`src/rtl/cpu_ctrl_pkg.sv`:
```
// Shared types for the pipeline hazard controller: FSM states, scoreboard
// entries and bypass select encodings.
package cpu_ctrl_pkg;

  // Widest register address a scoreboard entry can hold.
  localparam int RF_ADDR_MAX = 8;

  typedef enum logic [1:0] {
    RUN    = 2'd0,
    DRAIN  = 2'd1,
    HALTED = 2'd2
  } ctrl_state_e;

  typedef struct packed {
    logic                   valid;
    logic [RF_ADDR_MAX-1:0] dst;
    logic                   we;
    logic                   is_load;
  } sb_entry_t;

  localparam logic [1:0] BYP_RF = 2'd0;
  localparam logic [1:0] BYP_EX = 2'd1;
  localparam logic [1:0] BYP_DM = 2'd2;

endpackage

```
`src/rtl/pipe_hazard_ctrl_fwd_match.sv`:
```
// Priority match of one source register against the in-flight scoreboard;
// the youngest (lowest-numbered) matching stage supplies the bypass.
module fwd_match
  import cpu_ctrl_pkg::*;
#(
  parameter int RF_ADDR_W = 4,
  parameter int NUM_FWD   = 2,
  parameter bit ZERO_REG  = 1'b1,
  parameter int BYP_W     = 2
) (
  input  logic [RF_ADDR_W-1:0]    src,
  input  logic                    re,
  input  sb_entry_t [NUM_FWD-1:0] sb,
  output logic [BYP_W-1:0]        sel,
  output logic                    ld_use
);

  logic [NUM_FWD-1:0] hit;
  logic               src_zero;
  logic               unused_sb;

  assign src_zero = ZERO_REG && (src == '0);

  for (genvar k = 0; k < NUM_FWD; k++) begin : g_hit
    assign hit[k] = re & sb[k].valid & sb[k].we & ~src_zero &
                    (sb[k].dst == RF_ADDR_MAX'(src));
  end

  // Walk oldest to youngest so the youngest hit is the last one written.
  always_comb begin
    sel = BYP_W'(BYP_RF);
    for (int k = NUM_FWD - 1; k >= 0; k--)
      if (hit[k]) sel = BYP_W'(k + 1);
  end

  assign ld_use    = hit[0] & sb[0].is_load;
  assign unused_sb = ^sb;

endmodule

```
`src/rtl/pipe_hazard_ctrl.sv`:
```
// Central stall/bypass/squash/halt control for the 5-stage core, driven by
// a scoreboard of destination registers in flight past ID.
module pipe_hazard_ctrl
  import cpu_ctrl_pkg::*;
#(
  parameter int   RF_ADDR_W = 4,
  parameter int   NUM_FWD   = 2,
  parameter bit   ZERO_REG  = 1'b1,
  localparam int  BYP_W     = $clog2(NUM_FWD + 1)
) (
  input  logic                 clk,
  input  logic                 rst_n,
  input  logic                 i_rdy,
  input  logic                 d_rdy,
  input  logic                 allow_hlt,
  input  logic                 id_valid,
  input  logic [RF_ADDR_W-1:0] id_src0_addr,
  input  logic [RF_ADDR_W-1:0] id_src1_addr,
  input  logic                 id_src0_re,
  input  logic                 id_src1_re,
  input  logic [RF_ADDR_W-1:0] id_dst_addr,
  input  logic                 id_we,
  input  logic                 id_is_load,
  input  logic                 id_hlt,
  input  logic                 flow_change,
  output logic                 stall_IM_ID,
  output logic                 stall_ID_EX,
  output logic                 stall_EX_DM,
  output logic                 stall_DM_WB,
  output logic                 bubble_ID_EX,
  output logic                 flush_IM_ID,
  output logic [BYP_W-1:0]     byp0_sel,
  output logic [BYP_W-1:0]     byp1_sel,
  output logic                 hlt
);

  localparam int CNT_W = $clog2(NUM_FWD + 2);

  ctrl_state_e               state;
  logic [CNT_W-1:0]          drain_cnt;
  sb_entry_t [NUM_FWD-1:0]   sb;
  sb_entry_t                 sb_in;
  logic                      lu0, lu1, load_use, sb_adv;

  fwd_match #(.RF_ADDR_W(RF_ADDR_W), .NUM_FWD(NUM_FWD), .ZERO_REG(ZERO_REG), .BYP_W(BYP_W))
    u_fwd0 (.src(id_src0_addr), .re(id_src0_re), .sb(sb), .sel(byp0_sel), .ld_use(lu0));

  fwd_match #(.RF_ADDR_W(RF_ADDR_W), .NUM_FWD(NUM_FWD), .ZERO_REG(ZERO_REG), .BYP_W(BYP_W))
    u_fwd1 (.src(id_src1_addr), .re(id_src1_re), .sb(sb), .sel(byp1_sel), .ld_use(lu1));

  // A taken branch squashes ID, so a load-use there no longer matters.
  assign load_use = (lu0 | lu1) & ~flow_change;
  assign hlt      = (state == HALTED);

  always_comb begin
    stall_IM_ID  = 1'b0;
    stall_ID_EX  = 1'b0;
    stall_EX_DM  = 1'b0;
    stall_DM_WB  = 1'b0;
    bubble_ID_EX = 1'b0;
    flush_IM_ID  = 1'b0;
    if (state == HALTED || !d_rdy) begin
      stall_IM_ID = 1'b1;
      stall_ID_EX = 1'b1;
      stall_EX_DM = 1'b1;
      stall_DM_WB = 1'b1;
    end else begin
      flush_IM_ID = flow_change;
      if (state == DRAIN) begin
        stall_IM_ID  = 1'b1;
        bubble_ID_EX = 1'b1;
      end else begin
        stall_IM_ID  = ~i_rdy | load_use;
        stall_ID_EX  = load_use;
        bubble_ID_EX = ~i_rdy | load_use | flow_change;
      end
    end
  end

  // A bubble still lets EX move on, so it advances the scoreboard.
  assign sb_adv = ~stall_ID_EX | bubble_ID_EX;

  always_comb begin
    sb_in         = '0;
    sb_in.valid   = id_valid & ~bubble_ID_EX;
    sb_in.dst     = RF_ADDR_MAX'(id_dst_addr);
    sb_in.we      = id_we;
    sb_in.is_load = id_is_load;
  end

  always_ff @(posedge clk or negedge rst_n) begin
    if (!rst_n) begin
      sb <= '0;
    end else if (sb_adv) begin
      sb[0] <= sb_in;
      for (int k = 1; k < NUM_FWD; k++) sb[k] <= sb[k-1];
    end
  end

  always_ff @(posedge clk or negedge rst_n) begin
    if (!rst_n) begin
      state     <= RUN;
      drain_cnt <= '0;
    end else begin
      case (state)
        RUN: if (id_valid && id_hlt && !flow_change && !stall_ID_EX) begin
          state     <= DRAIN;
          drain_cnt <= CNT_W'(NUM_FWD + 1);
        end
        DRAIN: begin
          if (drain_cnt == '0) begin
            if (allow_hlt) state <= HALTED;
          end else if (d_rdy) begin
            drain_cnt <= drain_cnt - CNT_W'(1);
          end
        end
        default: ;
      endcase
    end
  end

endmodule

```
`config.mk`:
```
export PLATFORM = sky130hd
export DESIGN_NAME = pipe_hazard_ctrl
export DESIGN_NICKNAME = d
export VERILOG_FILES = /design/src/rtl/cpu_ctrl_pkg.sv /design/src/rtl/pipe_hazard_ctrl_fwd_match.sv /design/src/rtl/pipe_hazard_ctrl.sv
export SDC_FILE = /design/constraint.sdc
export NUM_CORES = 1
export LEC_CHECK = 0
export BUFFER_PORTS_ARGS = -buffer_cell sky130_fd_sc_hd__buf_2
export CAP_MARGIN = 20
export CORE_UTILIZATION = 53
export DETAILED_ROUTE_END_ITERATION = 8
export MAX_ROUTING_LAYER = met4
export PLACE_DENSITY = 0.94
export SYNTH_ARGS = -nofsm -noshare
export SYNTH_HDL_FRONTEND = slang
export SYNTH_SLANG_ARGS = --single-unit
```
`constraint.sdc`:
```
create_clock -name clk -period 2.4 [get_ports clk]
set_input_delay 0.48 -clock clk [delete_from_list [all_inputs] [get_ports clk]]
set_output_delay 0.48 -clock clk [all_outputs]
set_load 0.02 [all_outputs]
```
==> flow_metrics.py <==
metrics = {
    "final_layout": {
        "nets": 167,
        "n_antenna_cell": 0,
        "final_cells": 166,
        "syn_to_final_growth_pct": 28.97,
        "fin_area_um2": 1343,
        "drive_gt1_share_pct": 47.52,
    },
    "setup_path": {
        "critPathMaxFanout": 4,
        "cp_num_buf_inv": 2,
        "cp_common_cell": "buf_4",
        "critPathTopFamily": "simple AND/OR/NAND/NOR gates",
        "slowest_stage": "dfrtp_1",
        "crit_type": "flop to primary output",
        "cp.arrival_ps": 1880,
        "crit_required_ps": 1920,
        "cp-end-kind": "primary output",
        "cp-start-kind": "flop",
        "max_stage_delay_ps": 450,
        "crit_chain": "xnor2_1 -> nand2_1 -> nor4_4 -> buf_4 -> nor2_2 -> o21ai_1 -> buf_4",
    },
    "cts": {
        "clk_pin_slew_worst_paths_ps": 110,
        "clock_latency_ps": 300,
        "clock_path_buffers": 2,
        "cts_tree": "yes",
        "clock_sink_count": 17,
        "cts_hold_buf": 0,
        "cts_root_buf": "clkbuf_4",
        "cts_htree_levels": 1,
        "cts_made_buffers": 3,
    },
    "logic_synthesis": {
        "synth-main-ff-cell": "dfrtp_1",
        "syn_nets": 124,
        "yosys_warnings": 0,
        "synth-seq-cells": 17,
        "synth.avg_cell_area_um2": 10.52,
        "ys_seq_area_share_pct": 40.87,
        "synth.cell_area_um2": 1041,
        "synth.area.top_cells": "dfrtp_1, mux2_2, xnor2_1",
        "synth.largest_area_cell": "dfrtp_1",
        "synth_edf_count": 0,
        "synth_cell_types": 35,
        "synth_top_area_share_pct": 40.87,
        "synthArstFlopShare_pct": 100.0,
        "synthCells": 99,
    },
    "drt": {
        "drtIter0Drc": 33,
        "avgViaCountPerCell": 5.681,
        "routedWlPerCell_um": 15.83,
        "ant_nets": 0,
        "drt_wl_total_um": 2627,
        "firstDrtPassIters": 4,
        "num_vias": 943,
        "drc_errors": 0,
    },
    "die": {
        "start_util_pct": 58.39,
        "dieArea_um2": 2146,
        "die_h_um": 46.32,
        "row_count": 15,
        "die_x_um": 46.32,
        "core_area_um2": 1783,
        "boundaryPins": 35,
    },
    "sta": {
        "fmax_mhz": 424.3,
        "setup_viol": 0,
        "worst_slew_margin_rel_pct": 71.40,
        "tightest_slew_ps": 424.4,
        "final.min_clock_period_ps": 2357,
        "period_share_pct": 98.20,
        "hold_violations": 0,
        "final_max_slew_viol_count": 0,
        "rsz0062_at_grt": "true",
        "clock_skew_ps": 3.593,
    },
    "hold_path": {
        "hold_class": "input pin to async pin",
    },
    "run": {
        "cap_violations": 0,
    },
    "grt": {
        "first_global_vias": 826,
        "overflow": 0,
        "track_usage_pct": 24.71,
        "grt_max_degree": 18,
        "antenna_found_initial": 0,
        "grt_pass1_wl_um": 3608,
    },
    "outcome": {
        "status": "finished, final reports clean",
    },
    "placed_design": {
        "gp_congestion": 0.8261,
        "dp_hpwl_um": 1849,
        "port_buffers": 34,
        "dpl_cell_area_um2": 1245,
        "dp_cells": 158,
    },
    "power": {
        "p_per_area_nw_per_um2": 1019,
        "ir_worst_vdd_uv": 588.2,
        "p_leak_nw": 0.6097,
    },
}
per-stage QoR:
step                hold WS (ps)  power (mW)  util, %  TNS [ps]  setup WS [ps]
global route               96.46       1.445    75.30    -279.1         -71.63
detailed placement         421.4       1.168    69.82         0          87.77
CTS                        96.98       1.329    72.49         0          24.99
finish                     79.13       1.368    75.30         0          43.21
floorplan                  184.4      0.9988        -         0          96.24
global placement           407.8       1.133    69.82         0          147.2
sequential cells by signal (all words and copies together) (netlist names):
name and flops:
drain_cnt 2, state 2, sb 13
cell usage after synthesis (2+ instances only):
library cell,number
nand2b_1,2
dfrtp_1,17
nor2_1,3
o31a_1,2
inv_1,4
nand4_1,2
nand2_1,6
mux2_2,12
o21ai_0,3
nand3_1,5
nor4_1,2
xnor2_1,11
nor3_1,3
o21ai_1,2
xor2_1,5
per-layer routing:
metal / wire length, µm / global-route usage (%) / part of all wire, % / vias to the layer above
met5: 0 / - / 0 / -
met4: 24 / 8.235 / 0.91 / 0
met3: 161 / 4.706 / 6.1 / 4
met2: 1289 / 39.17 / 49 / 49
met1: 1150 / 31.36 / 44 / 452
li1: - / - / - / 438
final cells by class:
cell class              instances  area [µm²]
clock buffers                   4       26.28
flip-flops and latches         17       427.9
well taps                      25       31.28
multi-input cells              75       613.1
inverters                       5       18.77
repair buffers                 40       225.2
fillers                       114       440.4
power breakdown:
group	switching (mW)	total [mW]	leakage (nW)	internal, mW
sequential	0.155	0.576	0.198	0.422
clock	0.0976	0.162	0.0150	0.0647
combinational	0.300	0.630	0.397	0.329
total	0.553	1.37	0.610	0.816
repair_timing:
action                     CTS  global route
buffers inserted             2             2
resized for setup            1            11
pin swaps                    1             7
setup endpoints to repair    1             4
cells in the final DEF (no fill, tap or decap), types with 2 or more instances in the layout:
| master | netlist | layout |
|---|---|---|
| buf_2 | 1 | 30 |
| buf_4 | 1 | 10 |
| clkbuf_4 | 0 | 3 |
| dfrtp_1 | 17 | 15 |
| dfrtp_2 | 0 | 2 |
| inv_1 | 4 | 4 |
| mux2_2 | 12 | 12 |
| nand2_1 | 6 | 6 |
| nand2b_1 | 2 | 2 |
| nand3_1 | 5 | 5 |
| nand4_1 | 2 | 2 |
| nor2_1 | 3 | 3 |
| nor3_1 | 3 | 3 |
| nor4_1 | 2 | 2 |
| o21ai_0 | 3 | 2 |
| o21ai_2 | 0 | 2 |
| o31a_1 | 2 | 2 |
| xnor2_1 | 11 | 10 |
| xor2_1 | 5 | 5 |
logic make-up (layout without fill, tap and decap cells):
| group | after synthesis | after routing | share of synthesized area, % |
|---|---|---|---|
| and+or+nand+nor | 32 | 32 | 18.15 |
| xor gates and xnor gates | 16 | 16 | 13.46 |
| AOI/OAI and AO/OA | 14 | 14 | 10.34 |
| muxes | 12 | 12 | 12.98 |
| adders and majority gates | 1 | 1 | 1.202 |
| DFF | 17 | 17 | 40.87 |
| buffers and inverters | 7 | 49 | 3.004 |
path summary, 6_finish.rpt:
check | slack, ps | from | endpoint | depth (start not counted)
setup / recovery | 40 | sb[4]$_DFFE_PN0P_ | stall_ID_EX | 7
hold / removal | 80 | rst_n | sb[15]$_DFFE_PN0P_ | 1
setup reg to reg | 710 | sb[4]$_DFFE_PN0P_ | drain_cnt[0]$_DFFE_PN0P_ | 6
hold reg to reg | 510 | drain_cnt[1]$_DFFE_PN0P_ | drain_cnt[1]$_DFFE_PN0P_ | 1
max in group asynchronous | 2030 | rst_n | sb[3]$_DFFE_PN0P_ | 1
min in group clk | 410 | id_dst_addr[0] | sb[2]$_DFFE_PN0P_ | 2
Note: power is estimated with default switching activity, not from simulation.
